--- config.mk ---
export PLATFORM = sky130hd
export DESIGN_NAME = ifetch_unit
export DESIGN_NICKNAME = d
export VERILOG_FILES = /design/src/rtl/ifetch_pkg.sv /design/src/rtl/ifetch_fifo2.sv /design/src/rtl/ifetch_unit.sv
export SDC_FILE = /design/constraint.sdc
export NUM_CORES = 1
export LEC_CHECK = 0
export CAP_MARGIN = 25
export CORE_ASPECT_RATIO = 1.1
export CORE_MARGIN = 1.5
export CORE_UTILIZATION = 45
export DETAILED_ROUTE_END_ITERATION = 8
export MAX_ROUTING_LAYER = met4
export PLACE_DENSITY_LB_ADDON = 0.15
export SYNTH_ARGS = -nofsm -noshare
export SYNTH_HDL_FRONTEND = slang
export SYNTH_HIERARCHICAL = 1
export SYNTH_SLANG_ARGS = --single-unit
--- constraint.sdc ---
create_clock -name clk -period 20.3 [get_ports clk]
set_input_delay 4.06 -clock clk [delete_from_list [all_inputs] [get_ports clk]]
set_output_delay 4.06 -clock clk [all_outputs]
set_load 0.01 [all_outputs]
--- src/rtl/ifetch_pkg.sv ---
// ============================================================================
// Module      : ifetch_pkg
// Description : Shared widths, FSM encoding and buffer entry layout for the
//               instruction-fetch stage.
// Revision    : 1.0 - initial release
// ============================================================================
`default_nettype none

package ifetch_pkg;

    localparam int          INST_W    = 32;
    localparam logic [31:0] PC_INC    = 32'd4;
    localparam int          BUF_DEPTH = 2;

    typedef enum logic [1:0] {
        ST_RESET = 2'd0,
        ST_RUN   = 2'd1,
        ST_DRAIN = 2'd2
    } fetch_state_e;

    typedef struct packed {
        logic [31:0] pc;
        logic [31:0] inst;
    } buf_entry_t;

    function automatic logic [31:0] align_pc(input logic [31:0] pc);
        return {pc[31:2], 2'b00};
    endfunction

endpackage

`default_nettype wire

--- src/rtl/ifetch_fifo2.sv ---
// ============================================================================
// Module      : ifetch_fifo2
// Description : Two-entry synchronous FIFO with flush; head is visible
//               combinationally. Push on a full FIFO is accepted only together
//               with a pop.
// Revision    : 1.0 - initial release
// ============================================================================
`default_nettype none

module ifetch_fifo2
    import ifetch_pkg::*;
#(
    parameter int WIDTH = 32
) (
    input  logic             clk,
    input  logic             arst,
    input  logic             push_i,
    input  logic             pop_i,
    input  logic             flush_i,
    input  logic [WIDTH-1:0] data_i,
    output logic [WIDTH-1:0] data_o,
    output logic [1:0]       count_o
);

    logic [WIDTH-1:0] mem_q [BUF_DEPTH];
    logic             wr_ptr_q, wr_ptr_d;
    logic             rd_ptr_q, rd_ptr_d;
    logic [1:0]       count_q, count_d;
    logic             do_push;
    logic             do_pop;

    assign do_pop  = pop_i && (count_q != 2'd0);
    // Full FIFO may still take a push when the head leaves in the same cycle.
    assign do_push = push_i && ((count_q != 2'd2) || do_pop);

    always_comb begin
        wr_ptr_d = wr_ptr_q;
        rd_ptr_d = rd_ptr_q;
        count_d  = count_q;
        if (flush_i) begin
            wr_ptr_d = 1'b0;
            rd_ptr_d = 1'b0;
            count_d  = 2'd0;
        end else begin
            if (do_push) wr_ptr_d = ~wr_ptr_q;
            if (do_pop)  rd_ptr_d = ~rd_ptr_q;
            count_d = count_q + {1'b0, do_push} - {1'b0, do_pop};
        end
    end

    always_ff @(posedge clk or posedge arst) begin
        if (arst) begin
            wr_ptr_q <= 1'b0;
            rd_ptr_q <= 1'b0;
            count_q  <= 2'd0;
        end else begin
            wr_ptr_q <= wr_ptr_d;
            rd_ptr_q <= rd_ptr_d;
            count_q  <= count_d;
        end
    end

    always_ff @(posedge clk) begin
        if (do_push && !flush_i) begin
            mem_q[wr_ptr_q] <= data_i;
        end
    end

    assign data_o  = mem_q[rd_ptr_q];
    assign count_o = count_q;

endmodule

`default_nettype wire

--- src/rtl/ifetch_unit.sv ---
// ============================================================================
// Module      : ifetch_unit
// Description : Fetch stage driving the PC register, issuing imem requests and
//               buffering {pc, inst} for decode; squashes stale responses on
//               redirect. Optional macro IFETCH_BYPASS_EN forwards a response
//               straight to decode when the buffer is empty.
// Revision    : 1.0 - initial release
// ============================================================================
`default_nettype none

module ifetch_unit
    import ifetch_pkg::*;
#(
    parameter logic RESET_EPOCH     = 1'b0,
    parameter int   OUTSTANDING_MAX = 2
) (
    input  logic              clk,
    input  logic              arst,
    input  logic [INST_W-1:0] pc_q,
    output logic [INST_W-1:0] pc_d,
    output logic              pc_en,
    input  logic              redirect_valid,
    input  logic [INST_W-1:0] redirect_pc,
    output logic              imem_req_valid,
    input  logic              imem_req_ready,
    output logic [INST_W-1:0] imem_req_addr,
    input  logic              imem_rsp_valid,
    input  logic [INST_W-1:0] imem_rsp_data,
    output logic              inst_valid,
    input  logic              inst_ready,
    output logic [INST_W-1:0] inst_data,
    output logic [INST_W-1:0] inst_pc
);

    fetch_state_e      state_q, state_d;
    logic [1:0]        discard_q, discard_d;
    logic              epoch_q, epoch_d;
    logic              req_fire;
    logic              rsp_fire;
    logic              rsp_keep;
    logic              bypass;
    logic              buf_push;
    logic              buf_pop;
    logic              buf_nonempty;
    logic [1:0]        ifq_count;
    logic [1:0]        buf_count;
    logic [2:0]        credit_used;
    logic [INST_W:0]   ifq_head;
    buf_entry_t        buf_head;
    buf_entry_t        rsp_entry;

    // Credits cover both outstanding requests and buffered instructions.
    assign credit_used    = {1'b0, ifq_count} + {1'b0, buf_count};
    assign imem_req_valid = !arst && !redirect_valid && (int'(credit_used) < OUTSTANDING_MAX);
    assign imem_req_addr  = pc_q;
    assign req_fire       = imem_req_valid && imem_req_ready;

    assign pc_en = !arst && (redirect_valid || req_fire);
    assign pc_d  = redirect_valid ? align_pc(redirect_pc) : pc_q + PC_INC;

    assign rsp_fire  = imem_rsp_valid && (ifq_count != 2'd0);
    assign rsp_keep  = rsp_fire && !redirect_valid && (state_q != ST_DRAIN);
    assign rsp_entry = '{pc: ifq_head[INST_W-1:0], inst: imem_rsp_data};

    assign buf_nonempty = (buf_count != 2'd0);

`ifdef IFETCH_BYPASS_EN
    assign bypass = rsp_keep && !buf_nonempty && inst_ready;
`else
    assign bypass = 1'b0;
`endif

    assign buf_push   = rsp_keep && !bypass;
    assign buf_pop    = inst_ready && buf_nonempty;
    assign inst_valid = buf_nonempty || bypass;
    assign inst_pc    = buf_nonempty ? buf_head.pc   : rsp_entry.pc;
    assign inst_data  = buf_nonempty ? buf_head.inst : rsp_entry.inst;

    // A response landing in the redirect cycle is itself stale, so it is
    // subtracted from the count still to be thrown away.
    always_comb begin
        discard_d = discard_q;
        epoch_d   = epoch_q;
        if (redirect_valid) begin
            discard_d = ifq_count - {1'b0, rsp_fire};
            epoch_d   = ~epoch_q;
        end else if (rsp_fire && (discard_q != 2'd0)) begin
            discard_d = discard_q - 2'd1;
        end
        state_d = (discard_d != 2'd0) ? ST_DRAIN : ST_RUN;
    end

    always_ff @(posedge clk or posedge arst) begin
        if (arst) begin
            state_q   <= ST_RESET;
            discard_q <= 2'd0;
            epoch_q   <= RESET_EPOCH;
        end else begin
            state_q   <= state_d;
            discard_q <= discard_d;
            epoch_q   <= epoch_d;
        end
    end

    always_ff @(posedge clk) begin
        if (!arst) begin
            assert (!(imem_rsp_valid && (ifq_count == 2'd0)))
                else $error("ifetch_unit: response with no request in flight");
            assert (!(rsp_fire && (state_q != ST_DRAIN)) || (ifq_head[INST_W] == epoch_q))
                else $error("ifetch_unit: accepted response carries a stale epoch tag");
        end
    end

    ifetch_fifo2 #(.WIDTH(INST_W + 1)) u_inflight_q (
        .clk     (clk),
        .arst    (arst),
        .push_i  (req_fire),
        .pop_i   (rsp_fire),
        .flush_i (1'b0),
        .data_i  ({epoch_q, pc_q}),
        .data_o  (ifq_head),
        .count_o (ifq_count)
    );

    ifetch_fifo2 #(.WIDTH($bits(buf_entry_t))) u_inst_buf (
        .clk     (clk),
        .arst    (arst),
        .push_i  (buf_push),
        .pop_i   (buf_pop),
        .flush_i (redirect_valid),
        .data_i  (rsp_entry),
        .data_o  (buf_head),
        .count_o (buf_count)
    );

endmodule

`default_nettype wire

==> results by group, run 1 <==
Power
  • Power Density: 76.0 nW/um^2
  • Psw: 0.200 mW
  • Sw frac: 20.2%
  • Gate power share: 10.4%
  • Reg power frac: 47.2%
  • Leak: 4.51 nW
  • Worst vdd ir: 0.0483 mV
  • Clock network power share: 42.4%
  • Power Internal: 0.788 mW

Detailed routing
  • Total routed wirelength: 20400 um
  • Met3 Wirelength: 1140 um
  • 1st-iter DRT viols: 290
  • WL/cell: 17.7 um
  • Met2 WL post-DR: 9800 um
  • Drt pass-1 iters: 4
  • DR vias: 5901
  • Antenna-violating nets left: 0
  • Vias per cell: 5.11
  • DRC viols: 0
  • Post-Route M1 WL: 9110 um
  • Max Used Layer: met4

Worst setup path
  • CP max-delay cell: clkdlybuf4s50_1
  • Worst Setup Start Kind: input pin
  • Crit Path Class: in -> out
  • Crit-path cells: clkdlybuf4s50_1 -> ha_1 -> nand3_1 -> or4_4 -> or4_1 -> a31oi_1 -> clkdlybuf4s50_1
  • CP startpoint: pc_q[2]
  • CP Data Required Time: 16240 ps
  • Worst-path fanout max: 13
  • Top Family by Delay on Critical Path: simple AND/OR/NAND/NOR gates
  • Crit-path max cell delay: 720 ps
  • Critical path data arrival time: 7190 ps
  • Bufs and invs on worst path: 2
  • Crit. End Element: output pin
  • R2r startpoint: u_inst_buf/count_o[0]
  • Cell mode on critical path: clkdlybuf4s50_1

Layout
  • Antenna Cells: 0
  • Fill cell count: 1654
  • Layout area overhead: 31.7%
  • Nets: 959
  • Share of cells above drive strength 1: 24.5%
  • Finished Cell Area: 13000 um^2
  • Finished Core Util: 60.7%

Die
  • Starting Density: 46.0%
  • Std cell rows: 56
  • Core area: 21400 um^2
  • Chip width: 144 um
  • Ports: 233
  • Die Y: 158 um
  • Total die area: 22800 um^2

Clock tree
  • Clock Latency Late Sink: 500 ps
  • TritonCTS clock tree: done
  • Post-CTS setup buffers: 0
  • CTS sink cnt: 204
  • Post-CTS Hold Fix Bufs: 0
  • Number of buffers created by CTS: 22
  • CTS Buffer Depth: 3
  • Htree depth: 1
  • Worst-path clk slew: 60 ps
  • Post-CTS Resized: 0
  • CTS root buffer: clkbuf_16

Global routing
  • Largest net degree at the start of global routing: 66
  • First-pass GRT wire length: 31600 um
  • GR Overflow Total: 0
  • Tot GR Track Use: 18.3%
  • Vias in the first global route: 6097
  • Initial antenna violation count: 0

Synthesis
  • Syn Inst Count: 641
  • Avg Synthesized Cell Area: 15.4 um^2
  • Syn. warnings: 6
  • Mapped cell area: 9870 um^2

Timing
  • Hold slack final: 577 ps
  • Final Hold Viols: 0
  • Final worst setup slack: 9050 ps
  • Peak Freq: 88.9 MHz
  • Final Cycle Share: 55.4%
  • Period minus WS final: 11250 ps
  • Fin. max-slew vios: 0
  • Fin Setup TNS: 0 ps
  • Clk_skew: 13.0 ps
  • Final setup vio count: 0
  • Max-slew headroom: 38.3%
  • RSZ-0062 raised after global routing: false
  • Worst-margin pin slew: 925 ps

Placed design
  • Placer congestion estimate: 0.791
  • Placed cell area: 12200 um^2
  • Hpwl dp: 13100 um
  • IO Port Bufs: 230
  • Dpl ws: 9080 ps

Worst hold path
  • Worst hold start: u_inflight_q/mem_q[0][20]
  • Min-delay worst type: reg -> reg

Run
  • Max-cap violation count: 0

Status
  • Status: finished, final reports clean
## final cells by class
cell class	count	area [um^2]	area share (%)
clock buffers	30	622	4.78
clock inverters	10	151	1.16
inverters	17	63.8	0.491
multi-input cells	366	3350	25.8
flip-flops and latches	204	6070	46.7
well taps	290	363	2.79
repair buffers	238	2380	18.3
## routing by layer
| metal | vias up | track usage, % |
|---|---|---|
| met1 | 2845 | 23.5 |
| met5 | - | - |
| li1 | 2811 | - |
| met2 | 215 | 30.6 |
| met4 | 0 | 4.95 |
| met3 | 30 | 2.68 |
## sequential cells by signal, summed over array words and instances (netlist names)
| name | flops |
|---|---|
| discard_q | 2 |
| state_q | 2 |
| u_inst_buf/mem_q | 128 |
| u_inst_buf/wr_ptr_q | 1 |
| u_inflight_q/wr_ptr_q | 1 |
| u_inst_buf/count_o | 2 |
| u_inflight_q/count_o | 2 |
| u_inst_buf/rd_ptr_q | 1 |
| u_inflight_q/mem_q | 64 |
| u_inflight_q/rd_ptr_q | 1 |
## placed cells by master, fill, tap and decap left out, types with 8 or more instances in the layout
cell	count
or3_1	9
xnor2_1	12
o21ai_0	27
mux2_1	14
inv_1	15
mux2_2	97
edfxtp_1	192
xor2_1	8
clkbuf_16	23
clkdlybuf4s50_1	229
nor2_1	23
nand3_1	10
a31oi_1	15
mux2_4	52
dfrtp_1	10
nand2_1	22
## per-stage QoR
step / power [mW] / cells
after global placement: 0.576 / 1113
after CTS: 1.00 / 1154
after detailed placement: 0.578 / 1114
final: 0.988 / 1155
after global routing: 1.02 / 1155
after floorplan: 0.518 / 647
## power by group through the flow
| stage | clock network, mW | registers, mW | logic (mW) |
|---|---|---|---|
| final | 0.420 | 0.466 | 0.103 |
| after global routing | 0.447 | 0.466 | 0.111 |
| after CTS | 0.431 | 0.466 | 0.104 |
| after detailed placement | 0 | 0.475 | 0.102 |
| after global placement | 0 | 0.475 | 0.101 |
| after floorplan | 0 | 0.475 | 0.0437 |
## worst register-to-register path: cells and delay by family, from the launching register on
family                 cells  cell delay, ps
AND/OR/NAND/NOR            3             480
AO/OA/AOI/OAI              1             390
flip-flops                 1             470
buffers and inverters      3            1300
## path summary, 6_finish.rpt
path                       cells past startpoint  slack (ps)                 endpoint
setup / recovery                               7        9050                 pc_d[26]
hold / removal                                 1         580  u_inst_buf/mem_q[1][52]
setup reg to reg                               7       17270  u_inst_buf/mem_q[1][19]
hold reg to reg                                1         580  u_inst_buf/mem_q[1][52]
max in group asynchronous                      2       16270               state_q[1]
min in group asynchronous                      2        3830  u_inflight_q/count_o[0]
No activity file was read; power rests on OpenSTA's default activity.
==> run 2: changes to the inputs <==
Clock period 20.3 ns to 9.25 ns, I/O delays scaled along.
==> run 2 against run 1 <==
Die area did not move. Clock skew rose by 4.4 ps. Core utilization fell by 0.59 points. Setup slack got worse by 6600 ps. Hold slack got worse by 6.2 ps. Flip-flop and latch count did not move. Sequential power rose by 120%. Register-to-register slack got worse by 11000 ps. Clock power rose by 100%. Highest routed layer unchanged. First-iteration DRC count fell by 40%. Power rose by 110%. Cell count fell by 0.43%.
==> results by group, run 2 (same netlist as run 1, synthesis figures left out) <==
Worst setup path
  • Top Family by Delay on Critical Path: simple AND/OR/NAND/NOR gates
  • Crit-path cells: clkdlybuf4s50_1 -> ha_1 -> nand3_1 -> or4_4 -> or4_1 -> a31oi_1 -> clkdlybuf4s50_1
  • Worst-path fanout max: 13 (unchanged)
  • Critical path data arrival time: 4910 ps (-2280 ps)
  • Crit. End Element: output pin
  • Crit-path max cell delay: 680 ps (-40 ps)
  • Bufs and invs on worst path: 2 (unchanged)
  • Cell mode on critical path: clkdlybuf4s50_1
  • Reg2reg end: u_inflight_q/mem_q[0][25]
  • CP max-delay cell: clkdlybuf4s50_1
  • Reg2reg setup slack: 5930 ps (-11340 ps)
  • Worst Setup Start Kind: input pin
  • CP Data Required Time: 7400 ps (-8840 ps)
  • Worst R2R Path Depth: 7 (unchanged)
  • R2r startpoint: u_inst_buf/count_o[0]
  • Crit Path Class: in -> out

Power
  • Reg power frac: 49.0% (+1.8 points)
  • Power Density: 162 nW/um^2 (+110%)
  • Clock network power share: 40.2% (-2.2 points)
  • Total Power: 2.09 mW (+110%)
  • Leak: 4.45 nW (-1.5%)
  • Worst vdd ir: 0.103 mV (+110%)
  • Gate power share: 10.8% (+0.4 points)
  • Power Internal: 1.65 mW (+110%)
  • Psw: 0.436 mW (+120%)
  • Sw frac: 20.9% (+0.66 points)

Worst hold path
  • Hold path depth: 1 (unchanged)
  • Min-delay worst type: reg -> reg
  • Worst hold start: u_inflight_q/mem_q[0][20]
  • Worst Hold End: u_inst_buf/mem_q[0][52]

Detailed routing
  • Max Used Layer: met4
  • Drt pass-1 iters: 5 (+1)
  • Antenna-violating nets left: 0 (unchanged)
  • Post-Route M1 WL: 9170 um (+0.61%)
  • Total routed wirelength: 20900 um (+2.3%)
  • DRC viols: 0 (unchanged)
  • Met3 Wirelength: 1070 um (-5.7%)
  • 1st-iter DRT viols: 175 (-40%)
  • WL/cell: 18.1 um (+2.7%)
  • Met2 WL post-DR: 10300 um (+5.1%)
  • DR vias: 5847 (-0.92%)
  • Vias per cell: 5.08 (-0.48%)

Run
  • Max-cap violation count: 0 (unchanged)

Clock tree
  • Worst-path clk slew: 60 ps (about the same)
  • Clock Latency Late Sink: 490 ps (about the same)
  • Post-CTS Hold Fix Bufs: 0 (unchanged)
  • TritonCTS clock tree: done
  • Post-CTS setup buffers: 0 (unchanged)
  • CTS Buffer Depth: 3 (unchanged)
  • CTS sink cnt: 204 (unchanged)
  • Number of buffers created by CTS: 21 (-4.5%)
  • CTS root buffer: clkbuf_16
  • Htree depth: 1 (unchanged)
  • Post-CTS Resized: 0 (unchanged)

Layout
  • Share of cells above drive strength 1: 24.2% (-0.32 points)
  • Fin cells: 1150 (-0.43%)
  • Largest register FFs: 128 (unchanged)
  • Nets: 956 (-0.31%)
  • Top flop regs: u_inst_buf/mem_q (128), u_inflight_q/mem_q (64)
  • Layout area overhead: 30.5%
  • Fill cell count: 1645 (-0.54%)
  • Most frequent cells in the layout: clkdlybuf4s50_1 (229), edfxtp_1 (192), mux2_2 (97), mux2_4 (52), o21ai_0 (27)
  • Finished Core Util: 60.1% (-0.59 points)
  • Top reg by flops: u_inst_buf/mem_q
  • Antenna Cells: 0 (unchanged)
  • Most common cell after layout, fill and taps aside: clkdlybuf4s50_1

Timing
  • Peak Freq: 148 MHz
  • Hold slack final: 571 ps (-6.21 ps)
  • Worst-margin pin slew: 949 ps (+24.5 ps)
  • RSZ-0062 raised after global routing: false
  • Final Cycle Share: 73.1%
  • Max-slew headroom: 36.4% (-2.0 points)
  • Fin. max-slew vios: 0 (unchanged)
  • Fin Setup TNS: 0 ps (unchanged)
  • Final Hold Viols: 0 (unchanged)
  • Final setup vio count: 0 (unchanged)
  • Clk_skew: 17.4 ps (+4.42 ps)
  • Period minus WS final: 6760 ps

Die
  • Ports: 233 (unchanged)
  • Core area: 21400 um^2 (unchanged)
  • Total die area: 22800 um^2 (unchanged)
  • Die Y: 158 um (unchanged)
  • Std cell rows: 56 (unchanged)
  • Chip width: 144 um (unchanged)
  • Starting Density: 46.0% (unchanged)

Placed design
  • Placed cell count: 1113 (-0.090%)
  • Hpwl dp: 13500 um (+3.1%)
  • IO Port Bufs: 230 (unchanged)
  • Placer congestion estimate: 0.804 (+1.5%)

Global routing
  • GR Overflow Total: 0 (unchanged)
  • Largest net degree at the start of global routing: 66 (unchanged)
  • First-pass GRT wire length: 32200 um (+2.0%)
  • Vias in the first global route: 6167 (+1.1%)
  • Initial antenna violation count: 0 (unchanged)
  • Tot GR Track Use: 18.7% (+0.35 points)

Status
  • Status: finished, final reports clean
run 2: cell count changes in the layout (fill, tap and decap cells not counted), sizes merged:
cell      previous run  this run
inv                 18        19
clkbuf              31        24
clkinvlp             0         2
buf                  8         7
clkinv               5         6
bufinv               4         3
run 2: metal layers:
| layer | vias to the layer above | global-route usage [%] |
|---|---|---|
| li1 | 2805 | - |
| met1 | 2814 | 24.1 |
| met2 | 205 | 31.6 |
| met3 | 23 | 2.53 |
| met4 | 0 | 3.99 |
| met5 | - | - |
run 2: how the worst max path moves through the flow:
| stage | start | to | slack [ps] | depth (start not counted) |
|---|---|---|---|---|
| 2_1_floorplan | redirect_valid | u_inst_buf/mem_q[1][0] | 1260 | 5 |
| 3_3_place_gp | pc_q[2] | pc_d[26] | 2580 | 7 |
| 3_5_place_dp | pc_q[2] | pc_d[26] | 2520 | 7 |
| 4_1_cts | pc_q[2] | pc_d[26] | 2490 | 7 |
| 5_1_grt | pc_q[2] | pc_d[26] | 2390 | 7 |
| 6_report | pc_q[2] | pc_d[26] | 2490 | 7 |
run 2: layout make-up:
cell class              count  area, um^2  area share [%]
well taps                 290         363            2.82
clock inverters            13         151            1.18
clock buffers              24         537            4.17
repair buffers            236        2340            18.2
multi-input cells         366        3350            26.0
flip-flops and latches    204        6070            47.1
inverters                  17        63.8           0.495
run 2: power groups by stage:
stage	combinational (mW)	sequential, mW	clock (mW)
finish	0.226	1.02	0.838
global placement	0.222	1.04	0
CTS	0.228	1.02	0.863
detailed placement	0.225	1.04	0
floorplan	0.0959	1.04	0
global route	0.243	1.02	0.897
run 2: per-stage QoR:
step	setup WS [ps]	instance area [um^2]
after global routing	2390	12900
after global placement	2580	12200
after floorplan	1260	9890
final	2490	12900
after CTS	2490	12900
after detailed placement	2520	12200
run 2: worst register-to-register path, delay by kind of cell, from the launching register on:
kind / cells / cell delay, ps
AOI/OAI and AO/OA: 1 / 120
adders and majority gates: 1 / 430
buffers and inverters: 1 / 450
DFF: 1 / 470
and+or+nand+nor: 4 / 1520
==> run 3: changes to the inputs <==
Clock period 9.25 ns to 5.87 ns, I/O delays scaled along.
==> run 3 against run 2 <==
Via count grew 1.5%. Core utilization grew 0.11 points. Die area is the same. Highest routed layer unchanged.
==> results by group, run 3 (same netlist as run 1, synthesis figures left out) <==
Status
  • Status: finished, final reports clean

Clock tree
  • Post-CTS Resized: 0 (unchanged)
  • CTS sink cnt: 204 (unchanged)
  • Worst-path clk slew: 60 ps (about the same)
  • Post-CTS Hold Fix Bufs: 0 (unchanged)
  • Htree depth: 1 (unchanged)
  • Clock Latency Late Sink: 490 ps (about the same)
  • TritonCTS clock tree: done
  • CTS Buffer Depth: 3 (unchanged)
  • Number of buffers created by CTS: 21 (unchanged)
  • CTS root buffer: clkbuf_16
  • Post-CTS setup buffers: 0 (unchanged)

Die
  • Die Y: 158 um (unchanged)
  • Chip width: 144 um (unchanged)
  • Ports: 233 (unchanged)
  • Total die area: 22800 um^2 (unchanged)
  • Starting Density: 46.0% (unchanged)
  • Std cell rows: 56 (unchanged)
  • Core area: 21400 um^2 (unchanged)

Worst hold path
  • Hold path depth: 2 (+1)
  • Worst hold start: u_inflight_q/rd_ptr_q
  • Min-delay worst type: reg -> reg
  • Worst Hold End: u_inflight_q/rd_ptr_q

Worst setup path
  • Cell mode on critical path: clkdlybuf4s50_1
  • CP max-delay cell: or4_4
  • Reg2reg end: u_inst_buf/count_o[1]
  • Worst Setup Start Kind: input pin
  • Worst R2R Path Depth: 10 (+3)
  • Crit-path max cell delay: 620 ps (-60 ps)
  • R2r startpoint: u_inst_buf/count_o[0]
  • Critical path data arrival time: 4130 ps (-780 ps)
  • Crit Path Class: in -> out
  • Crit-path cells: clkdlybuf4s50_1 -> ha_1 -> nand3_1 -> or4_4 -> or4_1 -> a31oi_1 -> clkdlybuf4s50_1
  • Reg2reg setup slack: 2410 ps (-3520 ps)
  • CP Data Required Time: 4700 ps (-2700 ps)
  • Worst-path fanout max: 13 (unchanged)
  • Crit. End Element: output pin

Layout
  • Top flop regs: u_inst_buf/mem_q (128), u_inflight_q/mem_q (64)
  • Fin cells: 1156 (+0.52%)
  • Most frequent cells in the layout: clkdlybuf4s50_1 (230), edfxtp_1 (192), mux2_2 (97), mux2_4 (52), o21ai_0 (27)
  • Nets: 963 (+0.73%)
  • Antenna Cells: 0 (unchanged)
  • Most common cell after layout, fill and taps aside: clkdlybuf4s50_1
  • Share of cells above drive strength 1: 24.6% (+0.41 points)
  • Largest register FFs: 128 (unchanged)
  • Fill cell count: 1694 (+3.0%)
  • Finished Core Util: 60.2% (+0.11 points)
  • Top reg by flops: u_inst_buf/mem_q
  • Layout area overhead: 30.7%

Detailed routing
  • Antenna-violating nets left: 0 (unchanged)
  • 1st-iter DRT viols: 240 (+37%)
  • DRC viols: 0 (unchanged)
  • Total routed wirelength: 20500 um (-1.9%)
  • WL/cell: 17.7 um (-2.4%)
  • DR vias: 5937 (+1.5%)
  • Vias per cell: 5.14 (+1.0%)
  • Drt pass-1 iters: 4 (-1)

Global routing
  • First-pass GRT wire length: 31900 um (-1.0%)
  • Vias in the first global route: 6145 (-0.36%)
  • GR Overflow Total: 0 (unchanged)
  • Largest net degree at the start of global routing: 45 (-32%)
  • Initial antenna violation count: 0 (unchanged)
  • Tot GR Track Use: 18.3% (-0.34 points)

Timing
  • Hold slack final: 561 ps (-10.1 ps)
  • Final Hold Viols: 0 (unchanged)
  • Peak Freq: 188 MHz
  • Worst-margin pin slew: 809 ps (-140 ps)
  • Clk_skew: 8.32 ps (-9.07 ps)
  • Final worst setup slack: 564 ps (-1930 ps)
  • Period minus WS final: 5310 ps
  • Final setup vio count: 0 (unchanged)
  • Fin. max-slew vios: 0 (unchanged)
  • Final Cycle Share: 90.4%
  • Fin Setup TNS: 0 ps (unchanged)
  • Max-slew headroom: 46.0% (+9.6 points)
  • RSZ-0062 raised after global routing: false

Placed design
  • Hpwl dp: 13700 um (+1.5%)
  • IO Port Bufs: 230 (unchanged)
  • Placer congestion estimate: 0.738 (-8.2%)
  • Dpl ws: 598 ps (-1930 ps)
  • Placed cell count: 1119 (+0.54%)

Power
  • Leak: 4.47 nW (+0.53%)
  • Worst vdd ir: 0.163 mV (+58%)
  • Power Density: 246 nW/um^2 (+52%)

Run
  • Max-cap violation count: 0 (unchanged)
[run 3: layout make-up]
| class | count | area, um^2 | area share (%) |
|---|---|---|---|
| Sequential cell | 204 | 6070 | 47.0 |
| Timing Repair Buffer | 243 | 2420 | 18.7 |
| Clock buffer | 25 | 561 | 4.34 |
| Tap cell | 290 | 363 | 2.81 |
| Inverter | 17 | 63.8 | 0.495 |
| Multi-Input combinational cell | 366 | 3360 | 26.1 |
| Clock inverter | 11 | 66.3 | 0.514 |
[run 3: power by group]
group          switching (mW)  leakage (nW)  internal, mW
logic                   0.153          2.28         0.206
registers             0.00691          1.89          1.60
clock network           0.527         0.306         0.683
[run 3: worst max-delay path by stage]
stage                     slack, ps                      to           start
after floorplan                 840  u_inst_buf/mem_q[1][0]  redirect_valid
after global placement          670                pc_d[26]         pc_q[3]
after detailed placement        600                pc_d[26]         pc_q[3]
after CTS                       570                pc_d[26]         pc_q[3]
after global routing            400                pc_d[26]         pc_q[3]
final                           560                pc_d[26]         pc_q[3]
[run 3: critical path: cells and delay by family]
kind	cells	cell delay (ps)
AO/OA/AOI/OAI	1	210
buffers and inverters	2	1170
adder cells (fa/ha/maj)	1	250
AND/OR/NAND/NOR	3	1330
[run 3: metal layers]
layer  global-route usage, %  up-vias  wire length (um)
li1                        -     2820                 -
met1                    23.7     2885              9150
met2                    30.6      204              9830
met3                    2.65       28              1140
met4                    4.57        0               331
met5                       -        -                 0
[run 3: through the flow]
| stage | area [um^2] | power, mW |
|---|---|---|
| global placement | 12300 | 1.99 |
| detailed placement | 12300 | 2.00 |
| finish | 12900 | 3.18 |
| floorplan | 9900 | 1.79 |
| CTS | 12900 | 3.22 |
| global route | 12900 | 3.29 |
